===== src/rtl/dmem_arbiter_pkg.sv =====
// Shared constants, types and the access legality helper for the data-memory arbiter.
package dmem_arbiter_pkg;

    localparam int WIDTH = 32;

    // RV32I load/store funct3 codes
    localparam logic [2:0] F3_LB  = 3'b000;
    localparam logic [2:0] F3_LH  = 3'b001;
    localparam logic [2:0] F3_LW  = 3'b010;
    localparam logic [2:0] F3_LBU = 3'b100;
    localparam logic [2:0] F3_LHU = 3'b101;
    localparam logic [2:0] F3_SB  = 3'b000;
    localparam logic [2:0] F3_SH  = 3'b001;
    localparam logic [2:0] F3_SW  = 3'b010;

    typedef enum logic [1:0] {
        ST_IDLE  = 2'd0,
        ST_ISSUE = 2'd1,
        ST_RESP  = 2'd2
    } state_t;

    typedef struct packed {
        logic [WIDTH-1:0] addr;
        logic [WIDTH-1:0] wdata;
        logic             we;
        logic [2:0]       funct3;
    } mem_req_t;

    // Legal funct3 for the direction, and natural alignment for halfword/word.
    // Store codes share encodings with LB/LH/LW, so only the load names appear.
    function automatic logic access_legal(input logic we, input logic [2:0] f3,
                                          input logic [1:0] alo);
        logic ok;
        case (f3)
            F3_LB:   ok = 1'b1;
            F3_LH:   ok = ~alo[0];
            F3_LW:   ok = (alo == 2'b00);
            F3_LBU:  ok = ~we;
            F3_LHU:  ok = ~we & ~alo[0];
            default: ok = 1'b0;
        endcase
        return ok;
    endfunction

endpackage


===== src/rtl/dmem_arbiter_rr_arb2.sv =====
// Two-requester round-robin grant; combinational, one-hot output.
module rr_arb2 (
    input  logic [1:0] req,
    input  logic       last,
    output logic [1:0] gnt
);

    // A lone requester always wins; on contention the port not granted last wins.
    always_comb begin
        gnt    = 2'b00;
        gnt[0] = req[0] & (~req[1] | last);
        gnt[1] = req[1] & (~req[0] | ~last);
    end

endmodule


===== src/rtl/dmem_arbiter.sv =====
// Two-port arbiter and one-cycle access sequencer for the single-ported data memory.
module dmem_arbiter
    import dmem_arbiter_pkg::*;
(
    input  logic             clk,
    input  logic             rst,
    input  logic [1:0]       req_valid,
    output logic [1:0]       req_ready,
    input  logic [WIDTH-1:0] req_addr0,
    input  logic [WIDTH-1:0] req_addr1,
    input  logic [WIDTH-1:0] req_wdata0,
    input  logic [WIDTH-1:0] req_wdata1,
    input  logic [1:0]       req_we,
    input  logic [2:0]       req_funct3_0,
    input  logic [2:0]       req_funct3_1,
    output logic [1:0]       rsp_valid,
    input  logic [1:0]       rsp_ready,
    output logic [WIDTH-1:0] rsp_rdata,
    output logic             rsp_err,
    output logic [WIDTH-1:0] mem_addr,
    output logic [WIDTH-1:0] mem_data,
    output logic             wr_en,
    output logic [2:0]       funct3,
    input  logic [WIDTH-1:0] mem_rdata
);

    state_t   state, state_nxt;
    logic     last;
    logic     owner;
    logic [1:0] gnt;
    mem_req_t req_sel, req_q;
    logic     acc;
    logic     sel_legal;

    rr_arb2 u_arb (
        .req  (req_valid),
        .last (last),
        .gnt  (gnt)
    );

    // Present the granted port's request fields
    always_comb begin
        req_sel = '{addr: req_addr0, wdata: req_wdata0, we: req_we[0], funct3: req_funct3_0};
        if (gnt[1])
            req_sel = '{addr: req_addr1, wdata: req_wdata1, we: req_we[1], funct3: req_funct3_1};
    end

    assign acc       = (state == ST_IDLE) && (gnt != 2'b00);
    assign sel_legal = access_legal(req_sel.we, req_sel.funct3, req_sel.addr[1:0]);

    // State register
    always_ff @(posedge clk or posedge rst) begin
        if (rst) state <= ST_IDLE;
        else     state <= state_nxt;
    end

    // Next state plus handshake and memory outputs; memory is only driven in ISSUE,
    // so an async reset there drops wr_en before the memory's negedge.
    always_comb begin
        state_nxt = state;
        req_ready = 2'b00;
        rsp_valid = 2'b00;
        mem_addr  = '0;
        mem_data  = '0;
        wr_en     = 1'b0;
        funct3    = 3'b000;
        case (state)
            ST_IDLE: begin
                req_ready = gnt;
                if (acc) state_nxt = sel_legal ? ST_ISSUE : ST_RESP;
            end
            ST_ISSUE: begin
                mem_addr  = req_q.addr;
                mem_data  = req_q.wdata;
                funct3    = req_q.funct3;
                wr_en     = req_q.we;
                state_nxt = ST_RESP;
            end
            ST_RESP: begin
                rsp_valid[owner] = 1'b1;
                if (rsp_ready[owner]) state_nxt = ST_IDLE;
            end
            default: state_nxt = ST_IDLE;
        endcase
    end

    // Capture the accepted request and build the response; illegal accesses
    // answer straight away, legal ones take the memory read at the end of ISSUE.
    always_ff @(posedge clk or posedge rst) begin
        if (rst) begin
            req_q     <= '0;
            owner     <= 1'b0;
            last      <= 1'b1;
            rsp_rdata <= '0;
            rsp_err   <= 1'b0;
        end else begin
            if (acc) begin
                req_q <= req_sel;
                owner <= gnt[1];
                last  <= gnt[1];
                if (!sel_legal) begin
                    rsp_rdata <= '0;
                    rsp_err   <= 1'b1;
                end
            end
            if (state == ST_ISSUE) begin
                rsp_rdata <= req_q.we ? '0 : mem_rdata;
                rsp_err   <= 1'b0;
            end
        end
    end

endmodule


===== config.mk =====
export PLATFORM = sky130hd
export DESIGN_NAME = dmem_arbiter
export DESIGN_NICKNAME = d
export VERILOG_FILES = /design/src/rtl/dmem_arbiter_pkg.sv /design/src/rtl/dmem_arbiter_rr_arb2.sv /design/src/rtl/dmem_arbiter.sv
export SDC_FILE = /design/constraint.sdc
export NUM_CORES = 1
export LEC_CHECK = 0
export CORE_ASPECT_RATIO = 0.5
export CORE_MARGIN = 5
export CORE_UTILIZATION = 43
export DETAILED_ROUTE_END_ITERATION = 12
export HOLD_SLACK_MARGIN = 0.12
export PLACE_DENSITY_LB_ADDON = 0.05
export SYNTH_ARGS = -nofsm -noshare
export SYNTH_HDL_FRONTEND = slang
export SYNTH_SLANG_ARGS = --single-unit

===== constraint.sdc =====
create_clock -name clk -period 7.7 [get_ports clk]
set_clock_uncertainty 0.15 [all_clocks]
set_input_delay 1.54 -clock clk [delete_from_list [all_inputs] [get_ports clk]]
set_output_delay 1.54 -clock clk [all_outputs]
set_load 0.01 [all_outputs]

### Yosys cells after proc, flatten, opt, wreduce, memory -nomap -nowiden

Cells that the tools add are included.
Widths: inputs -> output; s select.

| word-level totals | value |
|---|---|
| bits in latches | 0 |
| memories | 0 |
| bits in registers | 105 |
| output and inout bits | 105 |
| input bits | 174 |
| memory bits (read-only) | 0 |
| memory bits (writable) | 0 |

| cells by class | value |
|---|---|
| multipliers | 0 |
| bitwise gates (word level) | 10 |
| order comparisons | 2 |
| shift-type cells | 0 |
| reduce and logical (&&, ||, !) cells | 9 |
| add/subtract/negate cells | 0 |
| muxes and demuxes | 23 |
| equality and inequality tests | 9 |
| divide/modulo/power cells | 0 |

Operators with widths:

| kind | count |
|---|---|
| $mux 32 | 6 |
| $mux 68 | 1 |
| $mux 2 | 5 |
| $mux 1 | 7 |
| $eq 3x3->1 const B | 2 |
| $pmux 2 s3 | 1 |
| $not 1->1 | 5 |
| $pmux 1 s5 | 1 |
| $logic_not 2->1 | 2 |
| $ne 2x2->1 const B | 2 |
| $reduce_and 2->1 | 2 |
| $reduce_bool 2->1 | 2 |
| $and 1x1->1 | 3 |
| $eq 3x1->1 const B | 1 |
| $eq 3x2->1 const B | 1 |
| $logic_not 3->1 | 1 |
| $mux 3 | 1 |
| $eq 2x1->1 const B | 1 |
| $eq 2x2->1 const B | 1 |
| $logic_and 1x1->1 | 2 |
| $lt 1x2->1 const B | 1 |
| $ne 2x1->1 const B | 1 |
| $or 1x1->1 | 2 |
| $demux 1 s1 | 1 |
| $ge 1x1->1 const B | 1 |

### Longest topological paths before layout

Gate-level depths: netlist (run 1).

| depth | value |
|---|---|
| depth in word-level cells | 10 |
| gate-level depth with buffers | 6 |
| gate-level depth less buffers | 4 |

### By module

A second synthesis (run 1) with hierarchy kept.

| unflattened totals | value |
|---|---|
| cells, all modules | 551 |
| area, all modules | 5,373.9 um^2 |

By module, submodules not included:

| module | cells an instance | sequential area each (um^2) | times used | area an instance (um^2) |
|---|---|---|---|---|
| dmem_arbiter | 548 | 2,628.8 | 1 | 5,355.1 |
| rr_arb2 | 3 | 0.0 | 1 | 18.8 |

### Worst setup path after synthesis (run 1)

OpenSTA, ideal clock, no wires.

| path | value |
|---|---|
| path kind | input-to-output |
| start point | in req_valid[1] |
| end point | out req_ready[1] |
| data arrival time | 2.165 ns |
| setup slack | 3.845 ns |
| cell stages on the path | 4 |
| path buffers | 2 |
| path through | a21boi_1 -> buf_2 -> buf_6 -> and2_1 |

| on the way | value |
|---|---|
| longest elaborated chain between the ends | 2 |

RTL lines:

| item | RTL line | RTL |
|---|---|---|
| start, declared | dmem_arbiter.sv:7 | `input logic [1:0] req_valid,` |
| $and 1x1->1 | dmem_arbiter_rr_arb2.sv:12 | `gnt[1] = req[1] & (~req[0] \| ~last);` |
| $mux 2 | dmem_arbiter.sv:67 | `case (state)` |
| end, declared | dmem_arbiter.sv:8 | `output logic [1:0] req_ready,` |

No other way between the ends.

### Worst setup path in the final report (run 1)

Same ends and word-level chain as after synthesis.

==> results of run 1 <==
## kinds of logic (layout without fill, tap and decap cells)
logic type	count (synthesis)	count (layout)
DFF	105	105
AOI/OAI and AO/OA	109	109
buffers and inverters	46	302
and+or+nand+nor	219	219
muxes	69	69
## worst min-delay path by stage
stage                        start  endpoint  slack [ps]  cells after the start
after floorplan           state[1]      last         300                      1
after global placement     rsp_err   rsp_err         320                      2
after detailed placement   rsp_err   rsp_err         310                      2
after CTS                  rsp_err   rsp_err         330                      2
after global routing          last      last         370                      2
final                      rsp_err   rsp_err         330                      2
## synthesized netlist by cell type (all sizes together)
| cell type | n |
|---|---|
| mux2i | 69 |
| nand2 | 37 |
| clkbuf | 17 |
| o21a | 2 |
| nor2 | 69 |
| and2 | 71 |
| buf | 27 |
| o21bai | 1 |
| inv | 2 |
| o21ai | 33 |
| nor3 | 1 |
| nor3b | 2 |
| nand3b | 32 |
| a21oi | 69 |
| a221oi | 2 |
| nor4 | 2 |
| o31ai | 1 |
| nor2b | 2 |
| and3 | 1 |
| a21boi | 1 |
| dfstp | 1 |
| nand2b | 2 |
| dfrtp | 104 |
## sequential cells by signal, indices dropped and copies added (netlist names)
| register | count |
|---|---|
| last | 1 |
| rsp_err | 1 |
| owner | 1 |
| state | 2 |
| rsp_rdata | 32 |
| req_q | 68 |
## layout make-up
| type | instances | area, µm² | area share |
|---|---|---|---|
| clock buffer | 10 | 239 | 0.0285 |
| clock inverter | 6 | 48.8 | 0.00581 |
| inverter | 2 | 10.0 | 0.00119 |
| multi-input combinational | 397 | 2430 | 0.290 |
| sequential | 105 | 2630 | 0.313 |
| tap | 165 | 206 | 0.0246 |
| timing repair buffer | 284 | 2830 | 0.337 |
## critical path: stages
cell             delay (ps)
clkdlybuf4s50_1         530
a21boi_4                190
and2_1                  150
clkdlybuf4s50_1         540
## report_power, final
part	internal, mW	switching, mW	total [mW]
registers	0.799	0.142	0.941
logic	0.558	0.518	1.08
clock network	0.232	0.208	0.440
## routing by layer
| layer | wire length, µm | global-route usage | vias to the layer above |
|---|---|---|---|
| li1 | - | - | 2348 |
| met1 | 6040 | 0.242 | 2251 |
| met2 | 8230 | 0.383 | 158 |
| met3 | 1390 | 0.0741 | 13 |
| met4 | 186 | 0.0371 | 0 |
| met5 | 0 | 0 | - |
## per-stage QoR
step                      utilization  instances  setup slack, ps  total power, mW
after floorplan                     -        548             3250             1.54
after global placement          0.681        953             3090             2.01
after detailed placement        0.681        953             3060             2.04
after CTS                       0.705        969             3050             2.49
after global routing            0.705        969             2840             2.64
final                           0.705        969             3060             2.46
==> impl_metrics.env, run 1 <==
export IMPL_path_max_fanout=3
export IMPL_fin_setup_tns_ps=0
export IMPL_hold_path_class="flip-flop to flip-flop"
export IMPL_setup_violations=0
export IMPL_synth_compound_area_frac=0.107
export IMPL_r2r_start="state[1]"
export IMPL_synthXorXnorAreaFrac=0
export IMPL_portBuffers=278
export IMPL_coreArea_um2=11900
export IMPL_routed_via_density=4.92
export IMPL_synth_seq_cells=105
export IMPL_rr_endpoint="req_q[52]"
export IMPL_final_common_cell="clkdlybuf4s50_1"
export IMPL_cp_required_ps=6010
export IMPL_routabilityCongestion=0.765
export IMPL_fin_crit_sh=0.603
export IMPL_grt_usage=0.208
export IMPL_yosysWarnings=0
export IMPL_drt_iter0_drc=336
export IMPL_slew_violations=0
export IMPL_yosysTopAreaCellShare=0.494
export IMPL_cts_buffers_inserted=9
export IMPL_die_h_um=88.3
export IMPL_cts_tree="yes"
export IMPL_grt_max_degree=81
export IMPL_fmax_mhz=216
export IMPL_clkTransAtPathRegs_ps=70
export IMPL_postCtsSetupRepairBufs=0
export IMPL_startpoint="req_valid[1]"
export IMPL_layout_common_cells="clkdlybuf4s50_1, dfrtp_1, and2_1"
export IMPL_grt_pass1_vias=4820
export IMPL_routed_wl_um=15800
export IMPL_crit_type="input port to primary output"
export IMPL_initial_core_util=0.443
export IMPL_postLayoutCellArea_um2=8400
export IMPL_ys_types=29
export IMPL_dpl_instance_area_um2=8110
export IMPL_dieArea_um2=14700
export IMPL_r2r_cells=5
export IMPL_nets=973
export IMPL_hold_viol_final=0
export IMPL_yosysSeqAreaShare=0.499
export IMPL_ios=279
export IMPL_wl_per_cell_um=16.3
export IMPL_regToRegSetupSlack_ps=5220
export IMPL_hold_buffers=0
export IMPL_ys_top_cells_by_area="dfrtp_1, mux2i_1, and2_1"
export IMPL_drive_gt1_frac=0.0361
export IMPL_grt_pass1_wl_um=24600
export IMPL_tightestPinTransition_ps=939
export IMPL_power_leakage_nw=3.42
export IMPL_ir_drop_mv=0.168
export IMPL_dp_hpwl_um=11800
export IMPL_yosys_area_share_simple=0.218
export IMPL_status="finished clean"
export IMPL_cts_sinks=105
export IMPL_yosysTopAreaCell="dfrtp_1"
export IMPL_cts_max_level=3
export IMPL_startpoint_type="input port"
export IMPL_dieWidth_um=167
export IMPL_insertion_delay_ps=330
export IMPL_cts_buffer_depth=2
export IMPL_hold_slack_ps=328
export IMPL_synthAdderAreaFrac=0
export IMPL_vias=4770
export IMPL_synth_cells=548
export IMPL_diodes=0
export IMPL_ant_nets=0
export IMPL_rsz0062_at_grt="false"
export IMPL_syn_mean_instance_area_um2=9.62
export IMPL_cts_root_buffer="clkbuf_16"
export IMPL_synth_top_family_by_area="simple AND/OR/NAND/NOR gates"
export IMPL_fillers=961
export IMPL_arrival_ps=2950
export IMPL_synth_cell_area_um2=5270
export IMPL_antenna_found_initial=0
export IMPL_syn_nets=722
export IMPL_grt_overflow=0
export IMPL_post_cts_resized=0
export IMPL_syn2layout_area_growth_pct=59.2
export IMPL_drc=0
export IMPL_power_density_nw_per_um2=293
export IMPL_cp_end_kind="primary output"
export IMPL_cp_endpoint="req_ready[1]"
export IMPL_fin_crit_ps=4640
export IMPL_muxShareOfSynthArea=0.131
export IMPL_rows=28
export IMPL_dr_pass1_iters=4
export IMPL_max_cap_viol_count=0
export IMPL_relSlewSlack=0.374
Power figures use the tool's default switching activity.
==> inputs of run 2 (changes only) <==
--- a/config.mk
+++ b/config.mk
@@ -7,7 +7,7 @@
 export LEC_CHECK = 0
 export CORE_ASPECT_RATIO = 0.5
 export CORE_MARGIN = 5
-export CORE_UTILIZATION = 43
+export CORE_UTILIZATION = 40
 export DETAILED_ROUTE_END_ITERATION = 12
 export HOLD_SLACK_MARGIN = 0.12
 export PLACE_DENSITY_LB_ADDON = 0.05
==> constraint.sdc (replaced) <==
create_clock -name clk -period 4.34 [get_ports clk]
set_clock_uncertainty 0.15 [all_clocks]
set_input_delay 0.868 -clock clk [delete_from_list [all_inputs] [get_ports clk]]
set_output_delay 0.868 -clock clk [all_outputs]
set_load 0.01 [all_outputs]
==> run 2 against run 1 <==
Global-route usage decreased by 1.1 points. Largest power group unchanged. Via count increased by 0.75%. Count of clock-buffer cells in the layout unchanged. Highest routed layer unchanged. Clock power increased by 88%. First-iteration DRC count decreased by 10%. Critical path depth unchanged. Critical path type is now flip-flop to primary output.
==> impl_metrics.env, run 2 (synthesized netlist as in run 1, its figures left out) <==
export IMPL_cp_end_kind="primary output"
export IMPL_dr_pass1_iters=4
export IMPL_ir_drop_mv=0.255
export IMPL_insertion_delay_ps=340
export IMPL_hold_slack_ps=343
export IMPL_vias=4806
export IMPL_drive_gt1_frac=0.0372
export IMPL_slew_violations=0
export IMPL_tightestPinTransition_ps=1280
export IMPL_fin_setup_tns_ps=0
export IMPL_regArea_um2=2630
export IMPL_syn2layout_area_growth_pct=60.3
export IMPL_rsz0062_at_grt="false"
export IMPL_fillers=1111
export IMPL_dieArea_um2=15700
export IMPL_crit_type="flip-flop to primary output"
export IMPL_grt_pass1_wl_um=24800
export IMPL_die_h_um=91.2
export IMPL_portBuffers=278
export IMPL_cp_required_ps=3320
export IMPL_post_cts_resized=0
export IMPL_cts_buffers_inserted=9
export IMPL_postCtsSetupRepairBufs=0
export IMPL_antenna_found_initial=0
export IMPL_ios=279
export IMPL_wl_per_cell_um=16.3
export IMPL_dieWidth_um=172
export IMPL_power_density_nw_per_um2=523
export IMPL_path_cells="nor2b_4 -> buf_12 -> and2_1 -> clkdlybuf4s50_1"
export IMPL_grt_usage=0.197
export IMPL_coreArea_um2=12800
export IMPL_multi_input_area_um2=2430
export IMPL_cts_sinks=105
export IMPL_top_regs="req_q (68), rsp_rdata (32), state (2)"
export IMPL_startpoint_type="flip-flop"
export IMPL_nets=975
export IMPL_drt_iter0_drc=302
export IMPL_drc=0
export IMPL_hold_path_class="flip-flop to flip-flop"
export IMPL_clkTransAtPathRegs_ps=70
export IMPL_largest_register_ffs=68
export IMPL_fin_crit_ps=3400
export IMPL_diodes=0
export IMPL_rows=29
export IMPL_setup_violations=0
export IMPL_path_delay_family="buffers and inverters"
export IMPL_cts_tree="yes"
export IMPL_cts_max_level=3
export IMPL_critPathMaxStageDelay_ps=560
export IMPL_final_common_cell="clkdlybuf4s50_1"
export IMPL_grt_overflow=0
export IMPL_max_cap_viol_count=0
export IMPL_worst_path_buf_inv=2
export IMPL_status="finished clean"
export IMPL_routed_via_density=4.92
export IMPL_relSlewSlack=0.149
export IMPL_crit_slowest_cell="clkdlybuf4s50_1"
export IMPL_grt_pass1_vias=4831
export IMPL_largest_register="req_q"
export IMPL_cts_buffer_depth=2
export IMPL_hold_viol_final=0
export IMPL_dp_hpwl_um=11900
export IMPL_fmax_mhz=294
export IMPL_arrival_ps=2380
export IMPL_initial_core_util=0.413
export IMPL_layout_common_cells="clkdlybuf4s50_1, dfrtp_1, and2_1"
export IMPL_path_max_fanout=50
export IMPL_power_leakage_nw=3.45
export IMPL_routed_wl_um=15900
export IMPL_fin_crit_sh=0.783
export IMPL_hold_buffers=0
export IMPL_grt_max_degree=59
export IMPL_cts_root_buffer="clkbuf_16"
export IMPL_ant_nets=0
export IMPL_routabilityCongestion=0.747
-- run 2: metal layers --
layer	GRT usage	routed length, µm	vias to the layer above
met1	0.229	6090	2295
met5	0	0	-
met3	0.0746	1620	10
met2	0.345	8060	154
met4	0.0477	163	0
li1	-	-	2347
-- run 2: worst register-to-register path, stage by stage (launching register included) --
cell	delay (ps)
dfstp_2	570
a21boi_4	60
buf_4	280
nor3_1	430
o21a_2	560
o21ai_0	210
-- run 2: final cells by class --
| class | count | share of cell area |
|---|---|---|
| clock buffers | 10 | 0.0271 |
| clock inverters | 6 | 0.00844 |
| inverters | 2 | 0.00118 |
| multi-input cells | 397 | 0.288 |
| flip-flops and latches | 105 | 0.311 |
| well taps | 170 | 0.0252 |
| repair buffers | 286 | 0.339 |
-- run 2: final timing paths --
check | from | to | slack (ps) | depth (start not counted)
min in group asynchronous | rst | rsp_rdata[15] | 870 | 2
max in group asynchronous | rst | req_q[20] | 2450 | 3
min | state[0] | last | 340 | 1
min reg2reg | state[0] | last | 340 | 1
max reg2reg | last | rsp_rdata[7] | 1940 | 5
max | state[1] | mem_data[28] | 940 | 4
-- run 2: through the flow --
| stage | cells | utilization | area, µm² | worst slack, ps | power [mW] |
|---|---|---|---|---|---|
| after floorplan | 548 | - | 5270 | 563 | 2.74 |
| after global placement | 960 | 0.638 | 8150 | 948 | 3.58 |
| after detailed placement | 960 | 0.638 | 8150 | 889 | 3.64 |
| after CTS | 976 | 0.662 | 8450 | 911 | 4.48 |
| after global routing | 976 | 0.662 | 8450 | 761 | 4.76 |
| final | 976 | 0.662 | 8450 | 942 | 4.42 |
-- run 2: where the power goes --
| part | internal, mW | leakage (nW) | switching [mW] |
|---|---|---|---|
| registers | 1.42 | 1.25 | 0.218 |
| logic | 1.01 | 2.06 | 0.954 |
| clock network | 0.454 | 0.140 | 0.374 |
| total | 2.88 | 3.45 | 1.55 |
